`config.mk`:
```
export PLATFORM = sky130hd
export DESIGN_NAME = fx_master
export DESIGN_NICKNAME = d
export VERILOG_FILES = /design/src/rtl/fx_pkg.sv /design/src/rtl/fx_master.sv
export SDC_FILE = /design/constraint.sdc
export NUM_CORES = 1
export LEC_CHECK = 0
export CORE_UTILIZATION = 45
export CTS_BUF_LIST = sky130_fd_sc_hd__clkbuf_4
export CTS_CLUSTER_DIAMETER = 60
export CTS_CLUSTER_SIZE = 14
export DETAILED_ROUTE_END_ITERATION = 8
export PLACE_DENSITY = 0.7
export SYNTH_ARGS = -nofsm -noshare
export SYNTH_HDL_FRONTEND = slang
export SYNTH_SLANG_ARGS = --single-unit
```
`constraint.sdc`:
```
create_clock -name clk_sys -period 2.5 [get_ports clk_sys]
set_clock_uncertainty 0.1 [all_clocks]
set_input_delay 0.625 -clock clk_sys [delete_from_list [all_inputs] [get_ports clk_sys]]
set_output_delay 0.625 -clock clk_sys [all_outputs]
set_load 0.01 [all_outputs]
```
`src/rtl/fx_pkg.sv`:
```
// Shared definitions for the fx register bus: command codes, address width,
// address-field positions used by every slave, and the bridge state encoding.
package fx_pkg;

  localparam logic [7:0] FX_CMD_WR = 8'h57;
  localparam logic [7:0] FX_CMD_RD = 8'h52;
  localparam int unsigned FX_AW = 16;

  // Address fields: module id selects the slave, register selects inside it.
  localparam int unsigned FX_MOD_MSB = 13;
  localparam int unsigned FX_MOD_LSB = 8;
  localparam int unsigned FX_REG_MSB = 7;
  localparam int unsigned FX_REG_LSB = 0;

  typedef enum logic [2:0] {
    ST_IDLE,
    ST_ADDR_H,
    ST_ADDR_L,
    ST_LEN,
    ST_WDATA,
    ST_RD_ISSUE,
    ST_RD_WAIT,
    ST_RD_SEND
  } fx_state_e;

  // Module id field of an fx address.
  function automatic logic [FX_MOD_MSB-FX_MOD_LSB:0] fx_mod_id(input logic [FX_AW-1:0] addr);
    return addr[FX_MOD_MSB:FX_MOD_LSB];
  endfunction

  // Register field of an fx address.
  function automatic logic [FX_REG_MSB-FX_REG_LSB:0] fx_reg_id(input logic [FX_AW-1:0] addr);
    return addr[FX_REG_MSB:FX_REG_LSB];
  endfunction

endpackage

```
`src/rtl/fx_master.sv`:
```
// fx_master: host byte-stream to fx register bus initiator. Parses
// CMD/ADDR_H/ADDR_L/LEN packets, issues fx_wr / fx_rd transactions with
// auto-incrementing address, and returns read bytes on the tx stream.
module fx_master
  import fx_pkg::*;
#(
  parameter int unsigned RD_LAT = 1  // fx_rd cycle to fx_q valid cycle, 1..7
) (
  input  logic             clk_sys,
  input  logic             rst,
  input  logic [7:0]       rx_data,
  input  logic             rx_vld,
  output logic             rx_rdy,
  output logic [7:0]       tx_data,
  output logic             tx_vld,
  input  logic             tx_rdy,
  output logic [FX_AW-1:0] fx_waddr,
  output logic             fx_wr,
  output logic [7:0]       fx_data,
  output logic [FX_AW-1:0] fx_raddr,
  output logic             fx_rd,
  input  logic [7:0]       fx_q,
  output logic             busy,
  output logic             cmd_err
);

  // RD_WAIT lasts RD_LAT cycles; the counter starts at RD_LAT-1 and fx_q is
  // sampled in the cycle the counter reads zero.
  localparam logic [2:0] WAIT_INIT = 3'(RD_LAT - 1);

  fx_state_e        state_q, state_d;
  logic             is_wr_q, is_wr_d;
  logic [FX_AW-1:0] addr_q, addr_d;
  logic [8:0]       count_q, count_d;   // 9 bits so LEN=0 can mean 256
  logic [2:0]       wait_q, wait_d;
  logic [FX_AW-1:0] fx_waddr_q, fx_waddr_d;
  logic [FX_AW-1:0] fx_raddr_q, fx_raddr_d;
  logic [7:0]       fx_data_q, fx_data_d;
  logic [7:0]       tx_data_q, tx_data_d;
  logic             fx_wr_q, fx_wr_d;
  logic             fx_rd_q, fx_rd_d;
  logic             tx_vld_q, tx_vld_d;
  logic             cmd_err_q, cmd_err_d;

  logic             rx_state;
  logic             rx_fire;

  // Inbound acceptance: open in the parse and write states, and forced shut
  // during reset so the host never sees a byte taken that is then dropped.
  assign rx_state = (state_q inside {ST_IDLE, ST_ADDR_H, ST_ADDR_L, ST_LEN, ST_WDATA});
  assign rx_rdy   = rx_state & ~rst;
  assign rx_fire  = rx_vld & rx_rdy;

  // Next-state, datapath and strobe computation.
  always_comb begin
    // NOTE: every _d gets a default before the case so no path leaves a
    // variable unassigned, which would otherwise infer a latch.
    state_d    = state_q;
    is_wr_d    = is_wr_q;
    addr_d     = addr_q;
    count_d    = count_q;
    wait_d     = wait_q;
    fx_waddr_d = fx_waddr_q;
    fx_data_d  = fx_data_q;
    tx_data_d  = tx_data_q;
    fx_wr_d    = 1'b0;
    cmd_err_d  = 1'b0;

    case (state_q)
      ST_IDLE: begin
        if (rx_fire) begin
          if (rx_data == FX_CMD_WR) begin
            is_wr_d = 1'b1;
            state_d = ST_ADDR_H;
          end else if (rx_data == FX_CMD_RD) begin
            is_wr_d = 1'b0;
            state_d = ST_ADDR_H;
          end else begin
            cmd_err_d = 1'b1;
          end
        end
      end
      ST_ADDR_H: begin
        if (rx_fire) begin
          addr_d[15:8] = rx_data;
          state_d      = ST_ADDR_L;
        end
      end
      ST_ADDR_L: begin
        if (rx_fire) begin
          addr_d[7:0] = rx_data;
          state_d     = ST_LEN;
        end
      end
      ST_LEN: begin
        if (rx_fire) begin
          count_d = (rx_data == 8'h00) ? 9'd256 : {1'b0, rx_data};
          state_d = is_wr_q ? ST_WDATA : ST_RD_ISSUE;
        end
      end
      ST_WDATA: begin
        if (rx_fire) begin
          fx_wr_d    = 1'b1;
          fx_waddr_d = addr_q;
          fx_data_d  = rx_data;
          addr_d     = addr_q + FX_AW'(1);
          count_d    = count_q - 9'd1;
          if (count_q == 9'd1) state_d = ST_IDLE;
        end
      end
      ST_RD_ISSUE: begin
        wait_d  = WAIT_INIT;
        state_d = ST_RD_WAIT;
      end
      ST_RD_WAIT: begin
        if (wait_q == 3'd0) begin
          tx_data_d = fx_q;
          state_d   = ST_RD_SEND;
        end else begin
          wait_d = wait_q - 3'd1;
        end
      end
      ST_RD_SEND: begin
        if (tx_rdy) begin
          addr_d  = addr_q + FX_AW'(1);
          count_d = count_q - 9'd1;
          state_d = (count_q == 9'd1) ? ST_IDLE : ST_RD_ISSUE;
        end
      end
      default: state_d = ST_IDLE;
    endcase

    // Read strobe and tx valid track the state being entered, so they are
    // registered yet high exactly while in RD_ISSUE / RD_SEND.
    fx_rd_d    = (state_d == ST_RD_ISSUE);
    fx_raddr_d = fx_rd_d ? addr_d : fx_raddr_q;
    tx_vld_d   = (state_d == ST_RD_SEND);
  end

  // State and output registers with synchronous reset.
  always_ff @(posedge clk_sys) begin
    // NOTE: non-blocking assignments here so every flop samples the values
    // from before this edge, independent of statement order.
    if (rst) begin
      state_q    <= ST_IDLE;
      is_wr_q    <= 1'b0;
      addr_q     <= '0;
      count_q    <= '0;
      wait_q     <= '0;
      fx_waddr_q <= '0;
      fx_raddr_q <= '0;
      fx_data_q  <= '0;
      tx_data_q  <= '0;
      fx_wr_q    <= 1'b0;
      fx_rd_q    <= 1'b0;
      tx_vld_q   <= 1'b0;
      cmd_err_q  <= 1'b0;
    end else begin
      state_q    <= state_d;
      is_wr_q    <= is_wr_d;
      addr_q     <= addr_d;
      count_q    <= count_d;
      wait_q     <= wait_d;
      fx_waddr_q <= fx_waddr_d;
      fx_raddr_q <= fx_raddr_d;
      fx_data_q  <= fx_data_d;
      tx_data_q  <= tx_data_d;
      fx_wr_q    <= fx_wr_d;
      fx_rd_q    <= fx_rd_d;
      tx_vld_q   <= tx_vld_d;
      cmd_err_q  <= cmd_err_d;
    end
  end

  assign fx_waddr = fx_waddr_q;
  assign fx_wr    = fx_wr_q;
  assign fx_data  = fx_data_q;
  assign fx_raddr = fx_raddr_q;
  assign fx_rd    = fx_rd_q;
  assign tx_data  = tx_data_q;
  assign tx_vld   = tx_vld_q;
  assign cmd_err  = cmd_err_q;
  assign busy     = (state_q != ST_IDLE);

endmodule
```
======== After elaboration in Yosys (flattened, before gate mapping) ========
Cells that the tools add are included.
storage, ports and cells
  bits of input ports ..................... 20
  register bits ........................... 84
  output and inout bits ................... 54
  logic and storage cells ................. 83
cells by class
  equality and inequality tests ........... 16
  reduce and logical (&&, ||, !) cells .... 15
  mux-type cells .......................... 30
  bitwise gates (word level) .............. 6
  $add $sub $neg .......................... 3
operator list
  cell                     count
  $pmux W8 S3              2
  $mux W3                  12
  $mux W9                  4
  $mux W16                 2
  $pmux W9 S3              1
  $pmux W3 S8              1
  $eq A3 B3 Y1 const B     6
  $add A16 B1 Y16 const B  1
  $eq A8 B7 Y1 const B     2
  $mux W8                  2
  $eq A9 B1 Y1 const B     1
  $sub A9 B1 Y9 const B    1
  $logic_not A8 Y1         1
  $ne A2 B2 Y1 const B     4
  $eq A3 B2 Y1 const B     2
  $logic_not A3 Y1         2
  $pmux W3 S2              1
  $reduce_and A2 Y1        3
  $reduce_bool A3 Y1       2
  $mux W1                  5
  $reduce_bool A5 Y1       1
  $not A1 Y1               4
  $reduce_and A4 Y1        1
  $reduce_bool A2 Y1       2
  6 further kinds          7

======== Logic depth before layout (Yosys ltp) ========
  depth in word-level cells ............... 7
  depth in mapped cells ................... 8
  depth with buffers taken out ............ 7

======== Worst setup path after synthesis ========
No wires, ideal clock.
  kind .................................... input port to output port
  start ................................... in rst
  end ..................................... out rx_rdy
  stages on the path ...................... 5
  buffers on the path ..................... 4
  path slack .............................. -43 ps
  arrival ................................. 1818 ps
  cell sequence ........................... buf_2 -> clkbuf_1 -> buf_1 -> clkbuf_1 -> a21oi_1
between the ends
  longest elaborated chain between the ends .. 2
RTL lines
  item                line             RTL
  start: declaration  fx_master.sv:10  input logic rst,
  $not A1 Y1          fx_master.sv:51  assign rx_rdy = rx_state & ~rst;
  $and A1 B1 Y1       fx_master.sv:51
  end: declaration    fx_master.sv:13  output logic rx_rdy,
Every way passes these cells.

======== Final worst setup path ========
  start ................................... reg state_q[2]
  end ..................................... out busy
between the ends
  longest elaborated chain between the ends .. 1
RTL lines
  item                      line              RTL
  start: declaration        fx_master.sv:31   fx_state_e state_q, state_d;
  start signal: assignment  fx_master.sv:159  state_q <= state_d;
  $reduce_bool A3 Y1        fx_master.sv:183  assign busy = (state_q != ST_IDLE);
  end: declaration          fx_master.sv:23   output logic busy,
Every way passes these cells.

==> summary.md <==
The post-synthesis net count was 538. The Yosys step of the flow raised 0 warnings. The arrival time at the worst endpoint was 1.72 ns. Setup repair after global routing left no endpoint under its margin.

The tools report the initial antenna violation count as 0. By instance count, the leading cell after synthesis is sky130_fd_sc_hd__dfxtp_1. The start-to-end type of the worst setup path was register to primary output.

The total via count after detailed routing is 4,278, and the count of TritonRoute iterations in the first routing pass is 5. In this run the standard cell core region covers 0.00928 sq mm. The run gives 656 as the net count reported at finish. The number of top-level pins came out at 74.

The post-synthesis async set-or-reset flop share came out at 0%. The starting utilization of the core area came out at 46.6%. The run finished with clean final reports. Across the VDD grid, the largest voltage drop is 211 uV. The synthesis-stage register bit count came out at 84. The die is 100 um wide. The number of clock sinks was 84; the required time at the endpoint of the critical path was 1.77 ns.

Power share of the sequential group: 58.4%. The overall overflow remaining after global route came out at 0. CTS built an H-tree with a depth of 3. Classification of the worst-slack hold path: register to register. The HPWL after detailed placement is 9460 um.

Derived from the worst setup path, the maximum achievable clock frequency is 410 MHz. The power per unit of standard cell area was 401 mW/mm^2. The most critical setup path has its startpoint at state_q[2].

The insertion delay of the later-clocked pin in the worst-skew pair came out at 0.46 ns. The commonest cells after synthesis are sky130_fd_sc_hd__dfxtp_1 (84), sky130_fd_sc_hd__nand2_1 (73), sky130_fd_sc_hd__a21oi_1 (49). Summing every instance area after synthesis gives 0.00433 sq mm. The analysis attributes to net switching a power of 580 uW. The internal power of the cells came out at 1720 uW.

Each instance of the synthesized netlist takes up on average 8.44 sq um. For the number of distinct library cells after synthesis, the log shows 64. Worst flop-to-flop path endpoint: fx_raddr[9]. The net switching share of the total power is 25.2%. Among all flip-flop cells after synthesis, the most frequent one is sky130_fd_sc_hd__dfxtp_1. The critical path ends at busy. After detailed routing, the average wire length per cell comes to 16.4 um. The setup slack of the most critical reg-to-reg path came out at 0.09 ns. The setup slack after layout was 0.0593 ns; the total of buffers placed on input and output ports was 73. The first global-routing pass estimated 20,700 um of wire. Clock root buffer master: sky130_fd_sc_hd__clkbuf_4. The final layout contains routed wiring with a total length of 12,600 um.

In the finished design, the share of the clock period the worst path needs comes to 97.6%. The initialized floorplan defines 35 standard-cell rows. The footprint of the multi-input gates came out at 0.00239 sq mm. Once layout is complete, the utilization of the core stands at 61.7%. The logs give 2 for the deepest clock path buffer count and 0 for the count of pins over their slew limit. The clock period minus final worst setup slack was 2.44 ns. The number of cells after detailed placement was 749; the fraction of post-synthesis cell area in the top cell type by area was 38.9%. The number of antenna diodes in the final layout is 0.

The congestion estimate from routability-driven global placement came to 0.908. Across every metal layer, demand over resource in global routing totals 26.5%. Summed over all cells, the static leakage comes to 0.00209 uW. The run gives 0 as the final setup violation count. Cells with a size suffix above 1 make up 18.9% of the layout. The startpoint identified for the worst register-to-register timing path is count_q[3].

The clock network burns 35.5% of the power. In the routed layout, each cell is associated on average with a via count of 5.59. TritonCTS built the clock tree. The filler-free cell count of the finished design came out at 765.

Across the run, the number of max-cap violations was 0. The number of cells on the worst reg-to-reg path is 5, and the pin count of the biggest net entering global routing is 59. The total power of the final layout was 2300 uW; the residual DRC count was 0. Registers take 0.00169 sq mm. The die span in y is 100 um. The number of violations reported at the end of detailed-routing iteration 0 is 350, and the final antenna-violating net count is 0.

In this run, the combinational gates consume 6.2% of the power. The floorplan step defined a die boundary enclosing 0.0100 sq mm. The total clock buffers created by CTS is 9. For the via count of the first global-routing pass, the log shows 4,115. Number of synthesized flops with an enable pin: 0. Clock-pin slew was measured on the worst setup and hold paths at 0.15 ns. By area the synthesized netlist is led by sky130_fd_sc_hd__dfxtp_1 (39%), sky130_fd_sc_hd__nand2_1 (6.3%), sky130_fd_sc_hd__a21oi_1 (5.7%), sky130_fd_sc_hd__mux2i_1 (3.5%), sky130_fd_sc_hd__nor2_1 (3.0%). The area growth from synthesis to layout is 32.3%. The endpoint kind of the worst setup timing path was a primary output. The startpoint type of the worst setup path was a register. The worst-margin pin slew works out to 0.687 ns. Counting every instance in the synthesized netlist gives 513.

The tools report the fraction of the yosys area taken by sequential cells as 38.9%. The logs give -0.514 ns for the worst-case setup slack after placement and 0 for the post-cts hold buffer count. The dominant cell type by area after synthesis was sky130_fd_sc_hd__dfxtp_1. The maximum fanout along the worst path is 13, and the worst slew slack as a fraction of its limit is 53.9%.

The filler cells instantiated in the layout total 868. The run gives 0 as the count of endpoints failing hold in the final timing report.
metal layers:
metal / GRT usage [%] / routed length, um / vias to the layer above
li1: - / - / 2075
met1: 34.7 / 5630 / 2009
met2: 43.3 / 5860 / 163
met3: 4.32 / 752 / 31
met4: 11.7 / 335 / 0
met5: 0 / 0 / -
worst min path at each step:
| stage | from | endpoint | slack (ns) | depth (start not counted) |
|---|---|---|---|---|
| finish | fx_waddr[3] | fx_waddr[3] | 0.37 | 2 |
| global route | fx_waddr[3] | fx_waddr[3] | 0.39 | 2 |
| CTS | fx_waddr[3] | fx_waddr[3] | 0.37 | 2 |
| detailed placement | fx_waddr[3] | fx_waddr[3] | 0.35 | 2 |
| global placement | wait_q[0] | wait_q[0] | 0.34 | 2 |
| floorplan | wait_q[0] | wait_q[0] | 0.33 | 2 |
what timing repair did:
action | 4_1_cts | 5_1_grt
hold endpoints to repair | 0 | 0
endpoints found under the setup margin | 12 | 0
resized for setup | 9 | 0
buffers inserted | 0 | 0
stage by stage:
step | instance area, sq um | hold WS [ns] | TNS [ns]
floorplan | 4340 | 0.332 | 0
global placement | 5570 | 0.341 | -14.88
detailed placement | 5570 | 0.350 | -15.91
CTS | 5730 | 0.370 | 0
global route | 5730 | 0.390 | 0
finish | 5730 | 0.366 | 0
kinds of logic (layout without fill, tap and decap cells):
kind of cell	after synthesis	after routing	synth area share [%]
AO/OA/AOI/OAI	135	135	22.5
XOR/XNOR	3	3	0.607
adder cells (fa/ha/maj)	5	5	1.45
buffers and inverters	58	181	6.07
flip-flops	84	84	38.9
multiplexers	26	26	7.03
AND/OR/NAND/NOR	202	202	23.5
power by group through the flow:
stage	Clock [uW]	Sequential, uW	Combinational, uW
2_1_floorplan	0	1370	56.9
3_3_place_gp	0	1370	142
5_1_grt	879	1340	151
3_5_place_dp	0	1370	141
6_report	815	1340	142
4_1_cts	832	1340	141
critical path, stage by stage (launching register included):
cell	delay (ns)
sky130_fd_sc_hd__dfxtp_4	0.46
sky130_fd_sc_hd__buf_4	0.15
sky130_fd_sc_hd__inv_1	0.05
sky130_fd_sc_hd__nand2_1	0.07
sky130_fd_sc_hd__clkdlybuf4s50_1	0.54
state kept, by name, summed over array words and instances (netlist names):
signal and count:
addr_q 16, cmd_err 1, count_q 9, fx_data 8
fx_raddr 16, fx_rd 1, fx_waddr 16, fx_wr 1
is_wr_q 1, state_q 3, tx_data 8, tx_vld 1
wait_q 3
cell usage in the layout (no fill, tap or decap), types with 5 or more instances in the layout:
cell,netlist,layout
sky130_fd_sc_hd__inv_1,23,23
sky130_fd_sc_hd__a31oi_1,6,6
sky130_fd_sc_hd__o21ai_0,23,23
sky130_fd_sc_hd__nand3_1,8,8
sky130_fd_sc_hd__mux2_4,8,8
sky130_fd_sc_hd__dfxtp_1,84,81
sky130_fd_sc_hd__clkbuf_4,0,9
sky130_fd_sc_hd__buf_4,1,67
sky130_fd_sc_hd__nor2b_1,12,12
sky130_fd_sc_hd__a211oi_1,10,10
sky130_fd_sc_hd__nand4_1,8,8
sky130_fd_sc_hd__ha_1,5,5
sky130_fd_sc_hd__nor4_1,8,8
sky130_fd_sc_hd__or3_1,7,7
sky130_fd_sc_hd__nor3_1,15,15
sky130_fd_sc_hd__nand2b_1,7,7
sky130_fd_sc_hd__o32ai_2,7,7
sky130_fd_sc_hd__nor2_1,35,34
sky130_fd_sc_hd__a21oi_1,49,49
sky130_fd_sc_hd__and3_1,7,7
sky130_fd_sc_hd__clkdlybuf4s50_1,0,70
sky130_fd_sc_hd__mux2i_1,15,15
sky130_fd_sc_hd__nand2_1,73,73
area by class of cell:
| class | count | share of cell area, % |
|---|---|---|
| Sequential cell | 84 | 29.5 |
| Tap cell | 129 | 2.82 |
| Clock inverter | 7 | 1.31 |
| Timing Repair Buffer | 141 | 21.8 |
| Clock buffer | 9 | 1.18 |
| Inverter | 24 | 1.57 |
| Multi-Input combinational cell | 371 | 41.8 |
(Power assumes the default switching activity.)
